<file path="config.mk">
export PLATFORM = sky130hd
export DESIGN_NAME = dds_sweep_ctrl
export DESIGN_NICKNAME = d
export VERILOG_FILES = /design/src/rtl/dds_sweep_ctrl.sv
export SDC_FILE = /design/constraint.sdc
export NUM_CORES = 1
export LEC_CHECK = 0
export CORE_UTILIZATION = 35
export CTS_CLUSTER_DIAMETER = 40
export DETAILED_ROUTE_END_ITERATION = 10
export PLACE_DENSITY = 0.62
export SETUP_SLACK_MARGIN = 0.1
export SYNTH_ARGS = -nofsm -noshare
export SYNTH_HDL_FRONTEND = slang
export SYNTH_SLANG_ARGS = --single-unit
</file>
<file path="constraint.sdc">
create_clock -name clk_400M -period 6.32 [get_ports clk_400M]
set_input_delay 0.632 -clock clk_400M [delete_from_list [all_inputs] [get_ports clk_400M]]
set_output_delay 0.632 -clock clk_400M [all_outputs]
set_load 0.1 [all_outputs]
</file>
<file path="src/rtl/dds_sweep_ctrl.sv">
// Sweep controller for the DDS output stage: steps a 24-bit divider value
// from start to stop (up or down) holding each value for a programmable
// number of clk_400M cycles, in single-shot or continuous mode.
module dds_sweep_ctrl #(
  parameter logic [23:0] RESET_COUNT = 24'd99
) (
  input  logic        clk_400M,
  input  logic        rst_n,
  input  logic        cfg_valid,
  output logic        cfg_ready,
  input  logic [23:0] cfg_start,
  input  logic [23:0] cfg_stop,
  input  logic [23:0] cfg_step,
  input  logic [23:0] cfg_dwell,
  input  logic        cfg_loop,
  input  logic        abort,
  output logic [23:0] counter_out,
  output logic        busy,
  output logic        step_strobe,
  output logic        sweep_done
);

  typedef enum logic [1:0] {IDLE, RUN, FINISH} state_t;

  state_t      state;
  logic [23:0] start_reg;
  logic [23:0] stop_reg;
  logic [23:0] step_reg;      // already forced to at least 1
  logic [23:0] dwell_m1_reg;  // dwell_eff - 1, reload value of the dwell counter
  logic [23:0] dwell_cnt;
  logic        loop_reg;
  logic        dir_up_reg;

  // Zero step/dwell behave as 1
  logic [23:0] step_eff_in;
  logic [23:0] dwell_m1_in;
  assign step_eff_in = (cfg_step == 24'd0) ? 24'd1 : cfg_step;
  assign dwell_m1_in = (cfg_dwell == 24'd0) ? 24'd0 : cfg_dwell - 24'd1;

  // Next sweep value, computed one bit wider so overshoot is seen and clamped to stop
  logic [24:0] sum_up;
  logic [24:0] diff_dn;
  logic [23:0] next_val;
  assign sum_up  = {1'b0, counter_out} + {1'b0, step_reg};
  assign diff_dn = {1'b0, counter_out} - {1'b0, step_reg};

  // Select the clamped next value for the fixed sweep direction
  always_comb begin
    next_val = stop_reg;
    if (dir_up_reg) begin
      if (sum_up <= {1'b0, stop_reg}) next_val = sum_up[23:0];
    end else begin
      if (!diff_dn[24] && (diff_dn >= {1'b0, stop_reg})) next_val = diff_dn[23:0];
    end
  end

  // Sweep FSM with all outputs registered
  always_ff @(posedge clk_400M or negedge rst_n) begin
    if (!rst_n) begin
      state        <= IDLE;
      counter_out  <= RESET_COUNT;
      dwell_cnt    <= 24'd0;
      busy         <= 1'b0;
      step_strobe  <= 1'b0;
      sweep_done   <= 1'b0;
      cfg_ready    <= 1'b0;
      start_reg    <= 24'd0;
      stop_reg     <= 24'd0;
      step_reg     <= 24'd1;
      dwell_m1_reg <= 24'd0;
      loop_reg     <= 1'b0;
      dir_up_reg   <= 1'b1;
    end else begin
      step_strobe <= 1'b0;
      sweep_done  <= 1'b0;
      case (state)
        IDLE: begin
          cfg_ready <= 1'b1;
          if (cfg_valid && cfg_ready) begin
            start_reg    <= cfg_start;
            stop_reg     <= cfg_stop;
            step_reg     <= step_eff_in;
            dwell_m1_reg <= dwell_m1_in;
            loop_reg     <= cfg_loop;
            dir_up_reg   <= (cfg_start <= cfg_stop);
            counter_out  <= cfg_start;
            dwell_cnt    <= dwell_m1_in;
            step_strobe  <= 1'b1;
            busy         <= 1'b1;
            cfg_ready    <= 1'b0;
            state        <= RUN;
          end
        end
        RUN: begin
          if (abort) begin
            busy      <= 1'b0;
            cfg_ready <= 1'b1;
            state     <= IDLE;
          end else if (dwell_cnt != 24'd0) begin
            dwell_cnt <= dwell_cnt - 24'd1;
          end else if (counter_out != stop_reg) begin
            counter_out <= next_val;
            dwell_cnt   <= dwell_m1_reg;
            step_strobe <= 1'b1;
          end else if (loop_reg) begin
            counter_out <= start_reg;
            dwell_cnt   <= dwell_m1_reg;
            step_strobe <= 1'b1;
          end else begin
            busy       <= 1'b0;
            sweep_done <= 1'b1;
            state      <= FINISH;
          end
        end
        FINISH: begin
          // sweep_done is high for the single cycle spent here
          cfg_ready <= 1'b1;
          state     <= IDLE;
        end
        default: begin
          busy      <= 1'b0;
          cfg_ready <= 1'b0;
          state     <= IDLE;
        end
      endcase
    end
  end

endmodule
</file>
## Word-level counts from Yosys, hierarchy flattened

Cells that the tools add are included.
Widths: inputs -> output; s select.

- Register bits: 152
- Bits of input ports: 101
- Output and inout port bits: 28

- Add/subtract/negate cells: 4
- Order comparisons: 3
- Eq/ne operators: 12
- Mux-type cells: 43
- Bitwise operators: 1
- Reductions and logical operators: 13

Operator list:

| operator | count |
|---|---|
| $mux 24 | 15 |
| $pmux 24 s2 | 2 |
| $logic_not 24->1 | 2 |
| $sub 24x1->24 const B | 2 |
| $add 24x24->25 | 1 |
| $ge 25x24->1 | 1 |
| $le 25x24->1 | 1 |
| $sub 24x24->25 | 1 |
| $le 24x24->1 | 1 |
| $ne 24x24->1 | 1 |
| $reduce_bool 24->1 | 1 |
| $mux 1 | 17 |
| $ne 3x3->1 const B | 4 |
| $mux 2 | 5 |
| $reduce_and 5->1 | 2 |
| $ne 2x2->1 const B | 4 |
| $reduce_and 4->1 | 2 |
| $pmux 1 s3 | 2 |
| $ne 4x4->1 const B | 1 |
| $pmux 2 s2 | 1 |
| $eq 2x1->1 const B | 1 |
| $eq 2x2->1 const B | 1 |
| $logic_and 1x1->1 | 2 |
| $logic_not 2->1 | 1 |
| 5 further kinds | 5 |

## Longest topological paths before layout

Gate-level depths: netlist of run 1.

- Word-level depth: 9
- Depth in mapped cells: 22
- Gate-level depth less buffers: 21

## Worst setup path after synthesis of run 1

OpenSTA, ideal clock, no wires.

- Kind: reg-to-reg
- Start point: register counter_out[3]
- End point: register counter_out[0]
- Setup time: 60 ps
- Arrival time: 5401 ps
- Data required time: 6260 ps
- Path slack: 859 ps
- Stages on the path, launching flop included: 20
- Path buffers: 2
- Path through: dfrtp_1 ha_1 clkbuf_1 a221oi_1 or4b_2 a21boi_0 o31ai_1 a2111o_1 o311ai_0 ha_1 nand3_1 nor4_1 o21ai_0 a31o_2 a221oi_1 nor3_2 a31oi_1 buf_2 mux2i_1 o21a_1

- Cells in the longest elaborated chain, start to end: 9
- Elaborated cells on any way between the ends: 16

RTL lines:

| item | RTL line | source |
|---|---|---|
| start: declaration | 17 | `output logic [23:0] counter_out,` |
| start signal: assignment | 86 | `counter_out <= cfg_start;` |
| start signal: assignment | 102 | `counter_out <= next_val;` |
| start signal: assignment | 106 | `counter_out <= start_reg;` |
| $sub 24x24->25 | 45 | `assign diff_dn = {1'b0, counter_out} - {1'b0, step_reg};` |
| $ge 25x24->1 or $logic_not 1->1 (tied branches) | 53 | `if (!diff_dn[24] && (diff_dn >= {1'b0, stop_reg})) next_val = diff_dn[23:0];` |
| $logic_and 1x1->1 | 53 |  |
| $mux 24 | 53 |  |
| $mux 24 | 50 | `if (dir_up_reg) begin` |
| $mux 24 | 101 | `end else if (counter_out != stop_reg) begin` |
| $mux 24 | 99 | `end else if (dwell_cnt != 24'd0) begin` |
| $mux 24 | 95 | `if (abort) begin` |
| $pmux 24 s2 | 76 | `case (state)` |

Parallel ways exist; a longest one is shown, timed or not. The select of a mux whose other input is x is not followed.
A chain may end at the register's enable or synchronous reset.

## Worst setup path after layout of run 1

- Start point: register counter_out[6]
- End point: register counter_out[1]

The elaborated chain is that of the path after synthesis.

==> results of run 1 <==
layout make-up:
| class | instances | area, um2 |
|---|---|---|
| fill | 3481 | 19900 |
| tap | 455 | 569 |
| timing repair buffer | 151 | 1460 |
| clock buffer | 17 | 425 |
| clock inverter | 15 | 234 |
| multi-input combinational | 1150 | 8100 |
| inverter | 112 | 420 |
| sequential | 152 | 3810 |
kinds of logic (layout without fill, tap and decap cells):
kind of cell,after synthesis,in the layout,share of synthesized area [%]
fa+ha+maj,128,128,12.9
mux,74,74,6.43
simple gates,452,452,17.6
compound gates,402,402,20.5
xor+xnor,94,94,6.56
buf+inv,181,295,5.62
flops,152,152,30.4
critical path, cell delays in order (launching register included):
cell,delay [ps]
sky130_fd_sc_hd__dfstp_2,600
sky130_fd_sc_hd__ha_1,310
sky130_fd_sc_hd__inv_1,130
sky130_fd_sc_hd__a21oi_1,250
sky130_fd_sc_hd__or4b_2,630
sky130_fd_sc_hd__a21boi_0,510
sky130_fd_sc_hd__o21ai_0,300
sky130_fd_sc_hd__a311o_1,380
sky130_fd_sc_hd__xnor2_1,160
sky130_fd_sc_hd__ha_1,200
sky130_fd_sc_hd__a21o_1,170
sky130_fd_sc_hd__a21oi_1,320
sky130_fd_sc_hd__nor2b_1,200
sky130_fd_sc_hd__o311a_1,220
sky130_fd_sc_hd__a221oi_4,120
sky130_fd_sc_hd__nor3_4,420
sky130_fd_sc_hd__a31oi_1,80
sky130_fd_sc_hd__buf_4,220
sky130_fd_sc_hd__a221o_1,300
sky130_fd_sc_hd__a41oi_1,220
layer usage:
metal / vias up / part of all wire (%) / wire, um
met1: 5521 / 47 / 18900
met3: 47 / 6.0 / 2430
met2: 386 / 45 / 18200
met5: - / 0 / 0
met4: 0 / 2.5 / 1000
li1: 5517 / - / -
layout by cell type (no fill, tap or decap), types with 18 or more instances in the layout:
master / n
sky130_fd_sc_hd__dfrtp_1: 146
sky130_fd_sc_hd__nand2_1: 141
sky130_fd_sc_hd__clkdlybuf4s50_1: 127
sky130_fd_sc_hd__ha_1: 125
sky130_fd_sc_hd__nor2_1: 119
sky130_fd_sc_hd__o21ai_0: 112
sky130_fd_sc_hd__inv_1: 112
sky130_fd_sc_hd__a21oi_1: 94
sky130_fd_sc_hd__mux2_2: 53
sky130_fd_sc_hd__xnor2_1: 47
sky130_fd_sc_hd__xor2_1: 47
sky130_fd_sc_hd__nor3_1: 35
sky130_fd_sc_hd__o31ai_1: 28
sky130_fd_sc_hd__nand3_1: 27
sky130_fd_sc_hd__nor4_1: 25
sky130_fd_sc_hd__buf_4: 23
sky130_fd_sc_hd__a21o_1: 21
sky130_fd_sc_hd__mux2i_1: 21
sky130_fd_sc_hd__o211ai_1: 19
sky130_fd_sc_hd__nand2b_1: 18
sky130_fd_sc_hd__o21a_1: 18
per-stage QoR:
stage / setup slack (ps) / cells / instance area, um2 / hold WS [ps]
after detailed placement: 481 / 2020 / 14300 / 466
after floorplan: 859 / 1483 / 12600 / 336
after global placement: 749 / 2020 / 14300 / 457
after CTS: 430 / 2052 / 15000 / 287
after global routing: 153 / 2052 / 15000 / 286
final: 511 / 2052 / 15000 / 221
path summary, 6_finish.rpt:
check	from	end	slack (ps)
min	rst_n	step_reg[5]	220
min in group clk_400M	dwell_m1_reg[14]	dwell_m1_reg[14]	480
max in group asynchronous	rst_n	dwell_cnt[14]	4570
max	counter_out[6]	counter_out[1]	510
max reg2reg	counter_out[6]	counter_out[1]	510
min reg2reg	dwell_m1_reg[14]	dwell_m1_reg[14]	480
timing repair:
| item | 4_1_cts | 5_1_grt |
|---|---|---|
| buffers inserted | 0 | 0 |
| setup endpoints to repair | 0 | 22 |
| gates resized for setup | 0 | 3 |
==> results.rst, run 1 <==
.. list-table::
   :header-rows: 1

   * - Metric
     - Value
   * - Worst hold path class
     - input port to async pin
   * - Number of buffers inserted by port buffering
     - 128
   * - Top cells by area in the synthesized netlist
     - sky130_fd_sc_hd__dfrtp_1 29%, sky130_fd_sc_hd__ha_1 13%, sky130_fd_sc_hd__mux2_2 4.8%, sky130_fd_sc_hd__o21ai_0 4.5%, sky130_fd_sc_hd__nand2_1 4.2%
   * - # rows
     - ~70
   * - Worst Reg2Reg Path Length in Cells
     - 19
   * - Clk_lat worst skew
     - between 400 and 500 ps
   * - Sum Neg Setup Slack
     - 0 ps
   * - GP Congestion
     - between 0.9 and 1
   * - Library cells used by synthesis
     - 78
   * - Yosys warnings
     - 0
   * - Average wire length per cell after detail routing
     - 19.7 um
   * - Clock-pin slew of the registers on the worst-case setup and hold paths
     - 70 ps
   * - Setup crit end kind
     - flop
   * - Global-route usage over all layers
     - between 20 and 25%
   * - Cell taking the most area after synthesis
     - sky130_fd_sc_hd__dfrtp_1
   * - Final core area utilization
     - 43.0%
   * - Setup CP Type
     - flop to flop
   * - Share of the synthesized area in the top cell type
     - 29.1%
   * - Die Y-Extent
     - 191 um
   * - Number of primary I/O pins
     - ~130
   * - Floorplan die width
     - 191 um
   * - Most used DFF post-synth
     - sky130_fd_sc_hd__dfrtp_1
   * - Final hold viol count
     - 0
   * - Cell chosen for the clock root
     - sky130_fd_sc_hd__clkbuf_16
   * - Pins over their slew limit
     - 0
   * - GR Util met3
     - 3.54%
   * - Clock tree from TritonCTS
     - done
   * - Maximum clock insertion buffer count
     - 2
   * - Flip-flop and latch count after synthesis
     - around 150
   * - CTS buffer count
     - 17
   * - M1 GR Usage
     - between 30% and 40%
   * - Total inserted antenna cells
     - 0
   * - Synthesized netlist cell count
     - between 1k and 1.5k
   * - Largest net degree at the start of global routing
     - around 80
   * - Layout cells sized above 1
     - 8.95%
   * - Relative max-transition margin
     - 24.8%
   * - Post-CTS Hold Buffers
     - 0
   * - H-tree lvl count
     - 4
   * - Startpoint Class
     - flop
   * - Vias per cell
     - 5.59
   * - Sequential cell area fraction in the yosys report
     - 30.4%
   * - Overall routed net length
     - 40,500 um
   * - Worst endpoint required time
     - ~6700 ps
   * - DR DRC count
     - 0
   * - Most common library cells after synthesis
     - 146 x sky130_fd_sc_hd__dfrtp_1, 141 x sky130_fd_sc_hd__nand2_1, 126 x sky130_fd_sc_hd__ha_1, 119 x sky130_fd_sc_hd__nor2_1
   * - Clock Skews
     - about 21 ps
   * - # setup viols final
     - 0
   * - Net count after synthesis
     - 1,712
   * - Antenna violations before repair
     - 1
   * - First-pass GRT wire length
     - 63,400 um
   * - Die footprint
     - 36,600 um2
   * - Most congested layer reported by global routing
     - met2
   * - Worst Tran Pin Value
     - 1120 ps
   * - Total vias in the final route
     - 11.5k
   * - Global route total overflow
     - 0
   * - Arrival time of the worst setup path
     - 6160 ps
   * - HPWL reported at the end of detailed placement
     - 31,600 um
   * - Number of nets in the finished design
     - 1,813
   * - FFs w/ async S/R, synth
     - between 90% and 100%
   * - Count of antenna-violating nets left after detailed routing
     - 0
   * - Minimum period implied by the final worst setup slack
     - 5810 ps
   * - Number of flops mapped to enable cells by yosys
     - 0
   * - Vias in the first global route
     - roughly 11k
   * - Upper clock frequency limit
     - approximately 170 MHz
   * - Outcome
     - finished, final reports clean
   * - Clock Sinks
     - 152
   * - Avg Inst Size Synth
     - 8.46 um2
   * - Core footprint
     - 34,900 um2
   * - Critical Path Fanout Max
     - 11
   * - Final worst path period share
     - 91.9%
   * - Summed instance area of the synthesized netlist
     - 12,600 um2
   * - 1st-pass router iterations
     - 5
   * - Unrepaired setup endpoints after global routing
     - false
   * - Count leader, synth
     - sky130_fd_sc_hd__dfrtp_1
   * - Synth-to-layout area growth
     - 19.6%
   * - Max-cap viol count
     - 0
   * - Starting density of the core
     - 36.0%
   * - Met2 usage
     - 36.0%
   * - Count of routing violations after the opening detailed-route iteration
     - 951
Power of run 1 is not shown: default switching activity piles up to over one toggle a cycle in this logic, so the estimate is an artifact.
==> run 2, diff against run 1 <==
--- a/config.mk
+++ b/config.mk
@@ -5,6 +5,7 @@
 export SDC_FILE = /design/constraint.sdc
 export NUM_CORES = 1
 export LEC_CHECK = 0
+export CAP_MARGIN = 0
 export CORE_UTILIZATION = 35
 export CTS_CLUSTER_DIAMETER = 40
 export DETAILED_ROUTE_END_ITERATION = 10
@@ -13,3 +14,4 @@
 export SYNTH_ARGS = -nofsm -noshare
 export SYNTH_HDL_FRONTEND = slang
 export SYNTH_SLANG_ARGS = --single-unit
+export TNS_END_PERCENT = 1
==> results.rst, run 2 (synthesis results as in run 1) <==
.. list-table::
   :header-rows: 1

   * - Metric
     - Value
   * - Total inserted antenna cells
     - 0 (unchanged)
   * - Starting density of the core
     - 36.0% (unchanged)
   * - Floorplan die width
     - 191 um (unchanged)
   * - Outcome
     - finished, final reports clean (unchanged)
   * - Number of primary I/O pins
     - 129 (unchanged)
   * - Final worst path period share
     - 91.7% (was 91.9%)
   * - Startpoint Class
     - flop (unchanged)
   * - Clock Sinks
     - 152 (unchanged)
   * - Final hold viol count
     - 0 (unchanged)
   * - 1st-pass router iterations
     - 5 (unchanged)
   * - Die Y-Extent
     - 191 um (unchanged)
   * - Clock tree from TritonCTS
     - done (unchanged)
   * - Count of antenna-violating nets left after detailed routing
     - 0 (unchanged)
   * - Total vias in the final route
     - 11.5k (about the same)
   * - Worst Tran Pin Value
     - 1120 ps (about the same)
   * - First-pass GRT wire length
     - 63,400 um (unchanged)
   * - Arrival time of the worst setup path
     - 6110 ps (was 6160 ps)
   * - Average wire length per cell after detail routing
     - 19.8 um (was 19.7 um)
   * - # setup viols final
     - 0 (unchanged)
   * - Clk_lat worst skew
     - 440 ps (about the same)
   * - Minimum period implied by the final worst setup slack
     - 5790 ps (was 5810 ps)
   * - Upper clock frequency limit
     - 173 MHz (was 172 MHz)
   * - HPWL reported at the end of detailed placement
     - 31,600 um (unchanged)
   * - Clock-pin slew of the registers on the worst-case setup and hold paths
     - 70 ps (about the same)
   * - Synth-to-layout area growth
     - 19.5% (was 19.6%)
   * - Setup crit end kind
     - flop (unchanged)
   * - Sum Neg Setup Slack
     - 0 ps (unchanged)
   * - Vias per cell
     - 5.58 (was 5.59)
   * - Most frequent cells in the layout
     - 146 x sky130_fd_sc_hd__dfrtp_1, 141 x sky130_fd_sc_hd__nand2_1, 127 x sky130_fd_sc_hd__clkdlybuf4s50_1 (unchanged)
   * - Layout cells sized above 1
     - 8.95% (unchanged)
   * - Max-cap viol count
     - 0 (unchanged)
   * - Global route total overflow
     - 0 (unchanged)
   * - H-tree lvl count
     - 4 (unchanged)
   * - GP Congestion
     - 0.988 (unchanged)
   * - Largest net degree at the start of global routing
     - 82 (unchanged)
   * - Pins over their slew limit
     - 0 (unchanged)
   * - Placed Instance Area
     - 14,300 um2 (unchanged)
   * - Worst hold path class
     - input port to async pin (unchanged)
   * - # rows
     - 68 (unchanged)
   * - Fillcell total
     - 3,482 (was 3,481)
   * - Clock Skews
     - 21.6 ps (was 21.0 ps)
   * - Design Area, Final
     - 15,000 um2 (about the same)
   * - Setup CP Type
     - flop to flop (unchanged)
   * - Relative max-transition margin
     - 25.1% (was 24.8%)
   * - Cell chosen for the clock root
     - sky130_fd_sc_hd__clkbuf_16 (unchanged)
   * - Unrepaired setup endpoints after global routing
     - true (was false)
   * - CTS buffer count
     - 17 (unchanged)
   * - Worst endpoint required time
     - 6640 ps (was 6680 ps)
   * - DR DRC count
     - 0 (unchanged)
   * - Maximum clock insertion buffer count
     - 2 (unchanged)
   * - Number of nets in the finished design
     - 1,813 (unchanged)
   * - Die footprint
     - 36,600 um2 (unchanged)
   * - Post-CTS Hold Buffers
     - 0 (unchanged)
   * - Global-route usage over all layers
     - 22.7% (unchanged)
   * - Critical Path Fanout Max
     - 10 (was 11)
   * - Core footprint
     - 34,900 um2 (unchanged)
   * - Vias in the first global route
     - 11.1k (unchanged)
   * - Number of buffers inserted by port buffering
     - 128 (unchanged)
   * - Count of routing violations after the opening detailed-route iteration
     - 972 (was 951)
   * - Overall routed net length
     - 40,500 um (about the same)
   * - Most frequent standard cell in the layout excluding fill and tap cells
     - sky130_fd_sc_hd__dfrtp_1 (unchanged)
   * - Antenna violations before repair
     - 1 (unchanged)
-- run 2: per-layer routing --
layer / track usage [%] / up-vias / part of all wire, %
li1: - / 5525 / -
met1: 31.5 / 5500 / 47
met2: 36.0 / 385 / 45
met3: 3.54 / 48 / 6.0
met4: 7.17 / 0 / 2.5
met5: 0 / - / 0
-- run 2: critical path, stage by stage, from the launching register on --
cell and delay [ps]:
sky130_fd_sc_hd__dfstp_2 600, sky130_fd_sc_hd__ha_1 310, sky130_fd_sc_hd__inv_1 130, sky130_fd_sc_hd__a21oi_1 250, sky130_fd_sc_hd__or4b_2 630, sky130_fd_sc_hd__a21boi_0 510
sky130_fd_sc_hd__o21ai_0 300, sky130_fd_sc_hd__nand2_1 140, sky130_fd_sc_hd__xnor2_1 100, sky130_fd_sc_hd__ha_1 310, sky130_fd_sc_hd__nand4_1 140, sky130_fd_sc_hd__nor4_1 370
sky130_fd_sc_hd__o21ai_0 150, sky130_fd_sc_hd__a31o_2 250, sky130_fd_sc_hd__a221oi_2 540, sky130_fd_sc_hd__nor2_1 160, sky130_fd_sc_hd__buf_4 250, sky130_fd_sc_hd__mux2i_1 190
sky130_fd_sc_hd__mux2i_1 100, sky130_fd_sc_hd__o221a_2 230
-- run 2: timing repair --
item	CTS	global route
buffers inserted	0	0
gates resized for setup	0	2
endpoints found under the setup margin	0	22
-- run 2: area by class of cell --
cell class	instances	area, um2	area share [%]
clock buffer	17	425	2.84
clock inverter	15	234	1.56
inverter	112	420	2.80
multi-input combinational	1150	8080	53.9
sequential	152	3810	25.4
tap	455	569	3.80
timing repair buffer	151	1460	9.70
-- run 2: through the flow --
stage	cells	hold slack (ps)	util [%]	setup slack, ps
6_report	2052	229	43.0	528
5_1_grt	2052	286	43.0	69.2
4_1_cts	2052	287	43.0	430
3_5_place_dp	2020	466	41.1	481
3_3_place_gp	2020	457	41.1	749
2_1_floorplan	1483	336	-	859
-- run 2: path summary, 6_finish.rpt --
path / from / cells after the start / end / slack [ps]
max: counter_out[6] / 19 / counter_out[14] / 530
min: rst_n / 1 / step_reg[5] / 230
max reg2reg: counter_out[6] / 19 / counter_out[14] / 530
min reg2reg: dwell_m1_reg[14] / 2 / dwell_m1_reg[14] / 480
max in group asynchronous: rst_n / 2 / start_reg[12] / 4580
min in group clk_400M: dwell_m1_reg[14] / 2 / dwell_m1_reg[14] / 480
Power of run 2 is left out for the same reason.
==> run 3, diff against run 2 <==
--- a/config.mk
+++ b/config.mk
@@ -9,6 +9,7 @@
 export CORE_UTILIZATION = 35
 export CTS_CLUSTER_DIAMETER = 40
 export DETAILED_ROUTE_END_ITERATION = 10
+export GPL_ROUTABILITY_DRIVEN = 0
 export PLACE_DENSITY = 0.62
 export SETUP_SLACK_MARGIN = 0.1
 export SYNTH_ARGS = -nofsm -noshare
==> results.rst, run 3 (synthesis results as in run 1) <==
.. list-table::
   :header-rows: 1

   * - Metric
     - Value
   * - Critical Path Fanout Max
     - 11 (was 10)
   * - Maximum clock insertion buffer count
     - 2 (unchanged)
   * - Clock-pin slew of the registers on the worst-case setup and hold paths
     - 70 ps (about the same)
   * - Number of nets in the finished design
     - 1,810 (was 1,813)
   * - Arrival time of the worst setup path
     - 6280 ps (was 6110 ps)
   * - Cell chosen for the clock root
     - sky130_fd_sc_hd__clkbuf_16 (unchanged)
   * - Setup crit end kind
     - flop (unchanged)
   * - # setup viols final
     - 0 (unchanged)
   * - Area used by sequential logic in the layout
     - 3810 um2 (unchanged)
   * - DR DRC count
     - 0 (unchanged)
   * - Launch point of the worst reg-to-reg path
     - counter_out[6] (unchanged)
   * - Worst path max stage delay
     - 750 ps (was 630 ps)
   * - Overall routed net length
     - 39,700 um (was 40,500 um)
   * - Die footprint
     - 36,600 um2 (unchanged)
   * - Worst hold path class
     - input port to async pin (unchanged)
   * - Fillcell total
     - 3,488 (was 3,482)
   * - Clock tree from TritonCTS
     - done (unchanged)
   * - H-tree lvl count
     - 4 (unchanged)
   * - Count of antenna-violating nets left after detailed routing
     - 0 (unchanged)
   * - # rows
     - 68 (unchanged)
   * - Number of buffers inserted by port buffering
     - 128 (unchanged)
   * - Minimum period implied by the final worst setup slack
     - 5970 ps (was 5790 ps)
   * - Multi-input gate area
     - 8070 um2 (was 8080 um2)
   * - Pins over their slew limit
     - 0 (unchanged)
   * - Synth-to-layout area growth
     - 18.7% (was 19.5%)
   * - Origin of the worst setup path
     - counter_out[6] (unchanged)
   * - Antenna violations before repair
     - 3 (was 1)
   * - Die Y-Extent
     - 191 um (unchanged)
   * - Vias in the first global route
     - 11.1k (about the same)
   * - Floorplan die width
     - 191 um (unchanged)
   * - Layout cells sized above 1
     - 8.66% (was 8.95%)
   * - Post-CTS setup buffer count
     - 0 (unchanged)
   * - Clk_lat worst skew
     - 440 ps (about the same)
   * - Resize count post-CTS
     - 0 (unchanged)
   * - Starting density of the core
     - 36.0% (unchanged)
   * - Largest net degree at the start of global routing
     - 97 (was 82)
   * - Number of primary I/O pins
     - 129 (unchanged)
   * - Max-cap viol count
     - 0 (unchanged)
   * - 1st-pass router iterations
     - 5 (unchanged)
   * - Cell breakdown of the critical path
     - ha_1 -> inv_1 -> a21oi_1 -> or4b_2 -> a21boi_0 -> o21ai_0 -> nand2_1 -> xnor2_1 -> ha_1 -> nand4_1 -> nor4_1 -> o21ai_0 -> a31o_2 -> a221oi_1 -> nor3_2 -> a31oi_1 -> buf_4 -> a221o_1 -> a41oi_1 (was ha_1 -> inv_1 -> a21oi_1 -> or4b_2 -> a21boi_0 -> o21ai_0 -> nand2_1 -> xnor2_1 -> ha_1 -> nand4_1 -> nor4_1 -> o21ai_0 -> a31o_2 -> a221oi_2 -> nor2_1 -> buf_4 -> mux2i_1 -> mux2i_1 -> o221a_2)
   * - Upper clock frequency limit
     - 168 MHz (was 173 MHz)
   * - Vias per cell
     - 5.58 (about the same)
   * - Unrepaired setup endpoints after global routing
     - true (unchanged)
   * - Outcome
     - finished, final reports clean (unchanged)
   * - Most frequent cells in the layout
     - 146 x sky130_fd_sc_hd__dfrtp_1, 141 x sky130_fd_sc_hd__nand2_1, 127 x sky130_fd_sc_hd__clkdlybuf4s50_1 (unchanged)
   * - Startpoint Class
     - flop (unchanged)
   * - Final hold viol count
     - 0 (unchanged)
   * - Master of the slowest instance on the critical path
     - sky130_fd_sc_hd__a221oi_1 (was sky130_fd_sc_hd__or4b_2)
   * - First-pass GRT wire length
     - 61,500 um (was 63,400 um)
   * - Clock Skews
     - 11.4 ps (was 21.6 ps)
   * - Delay-heaviest family, CP
     - compound AO/OA/AOI/OAI gates (unchanged)
   * - Placed Instance Area
     - 14,300 um2 (about the same)
   * - Worst Tran Pin Value
     - 1190 ps (was 1120 ps)
   * - Global-route usage over all layers
     - 22.0% (was 22.7%)
   * - Core footprint
     - 34,900 um2 (unchanged)
   * - Total vias in the final route
     - 11.4k (was 11.5k)
   * - Post-CTS Hold Buffers
     - 0 (unchanged)
   * - Global route total overflow
     - 0 (unchanged)
   * - HPWL reported at the end of detailed placement
     - 30,800 um (was 31,600 um)
   * - Relative max-transition margin
     - 20.4% (was 25.1%)
   * - Bufs and invs on worst path
     - 2 (unchanged)
   * - CTS buffer count
     - 17 (unchanged)
   * - Average wire length per cell after detail routing
     - 19.3 um (was 19.8 um)
   * - Final worst path period share
     - 94.4% (was 91.7%)
   * - Sum Neg Setup Slack
     - 0 ps (unchanged)
   * - Most frequent standard cell in the layout excluding fill and tap cells
     - sky130_fd_sc_hd__dfrtp_1 (unchanged)
   * - Design Area, Final
     - 14,900 um2 (was 15,000 um2)
   * - Setup CP Type
     - flop to flop (unchanged)
   * - Clock Sinks
     - 152 (unchanged)
   * - Count of routing violations after the opening detailed-route iteration
     - 968 (was 972)
   * - Worst endpoint required time
     - 6630 ps (was 6640 ps)
==> run 3: layout make-up <==
cell class / instances / share of cell area, %
repair buffers: 148 / 9.62
well taps: 455 / 3.82
inverters: 112 / 2.82
flip-flops and latches: 152 / 25.6
clock buffers: 20 / 3.00
clock inverters: 12 / 0.932
multi-input cells: 1150 / 54.2
diodes: 2 / 0.0336
==> run 3: worst paths after layout <==
check,endpoint,slack [ps],cells past startpoint
max,counter_out[1],350,19
min,step_reg[4],280,1
max reg2reg,counter_out[1],350,19
min reg2reg,dwell_m1_reg[7],480,2
max in group asynchronous,start_reg[11],4650,2
min in group clk_400M,dwell_m1_reg[7],480,2
==> run 3: per-stage QoR <==
step,cells,hold WS [ps],util [%],setup slack (ps)
floorplan,1483,336,-,859
global placement,2017,461,41.0,611
detailed placement,2017,467,41.0,485
CTS,2049,346,42.7,469
global route,2049,353,42.7,55.8
finish,2051,284,42.7,352
==> run 3: metal layers <==
metal  vias to the layer above  routed length, um  global-route usage [%]  share of wire, %
met5                         -                 12                       0             0.030
met4                         2                878                    6.78               2.2
met3                        53               2530                    4.08               6.4
met2                       366              18200                    35.4                46
met1                      5499              18000                    29.6                45
li1                       5517                  -                       -                 -
Power of run 3 is left out for the same reason.
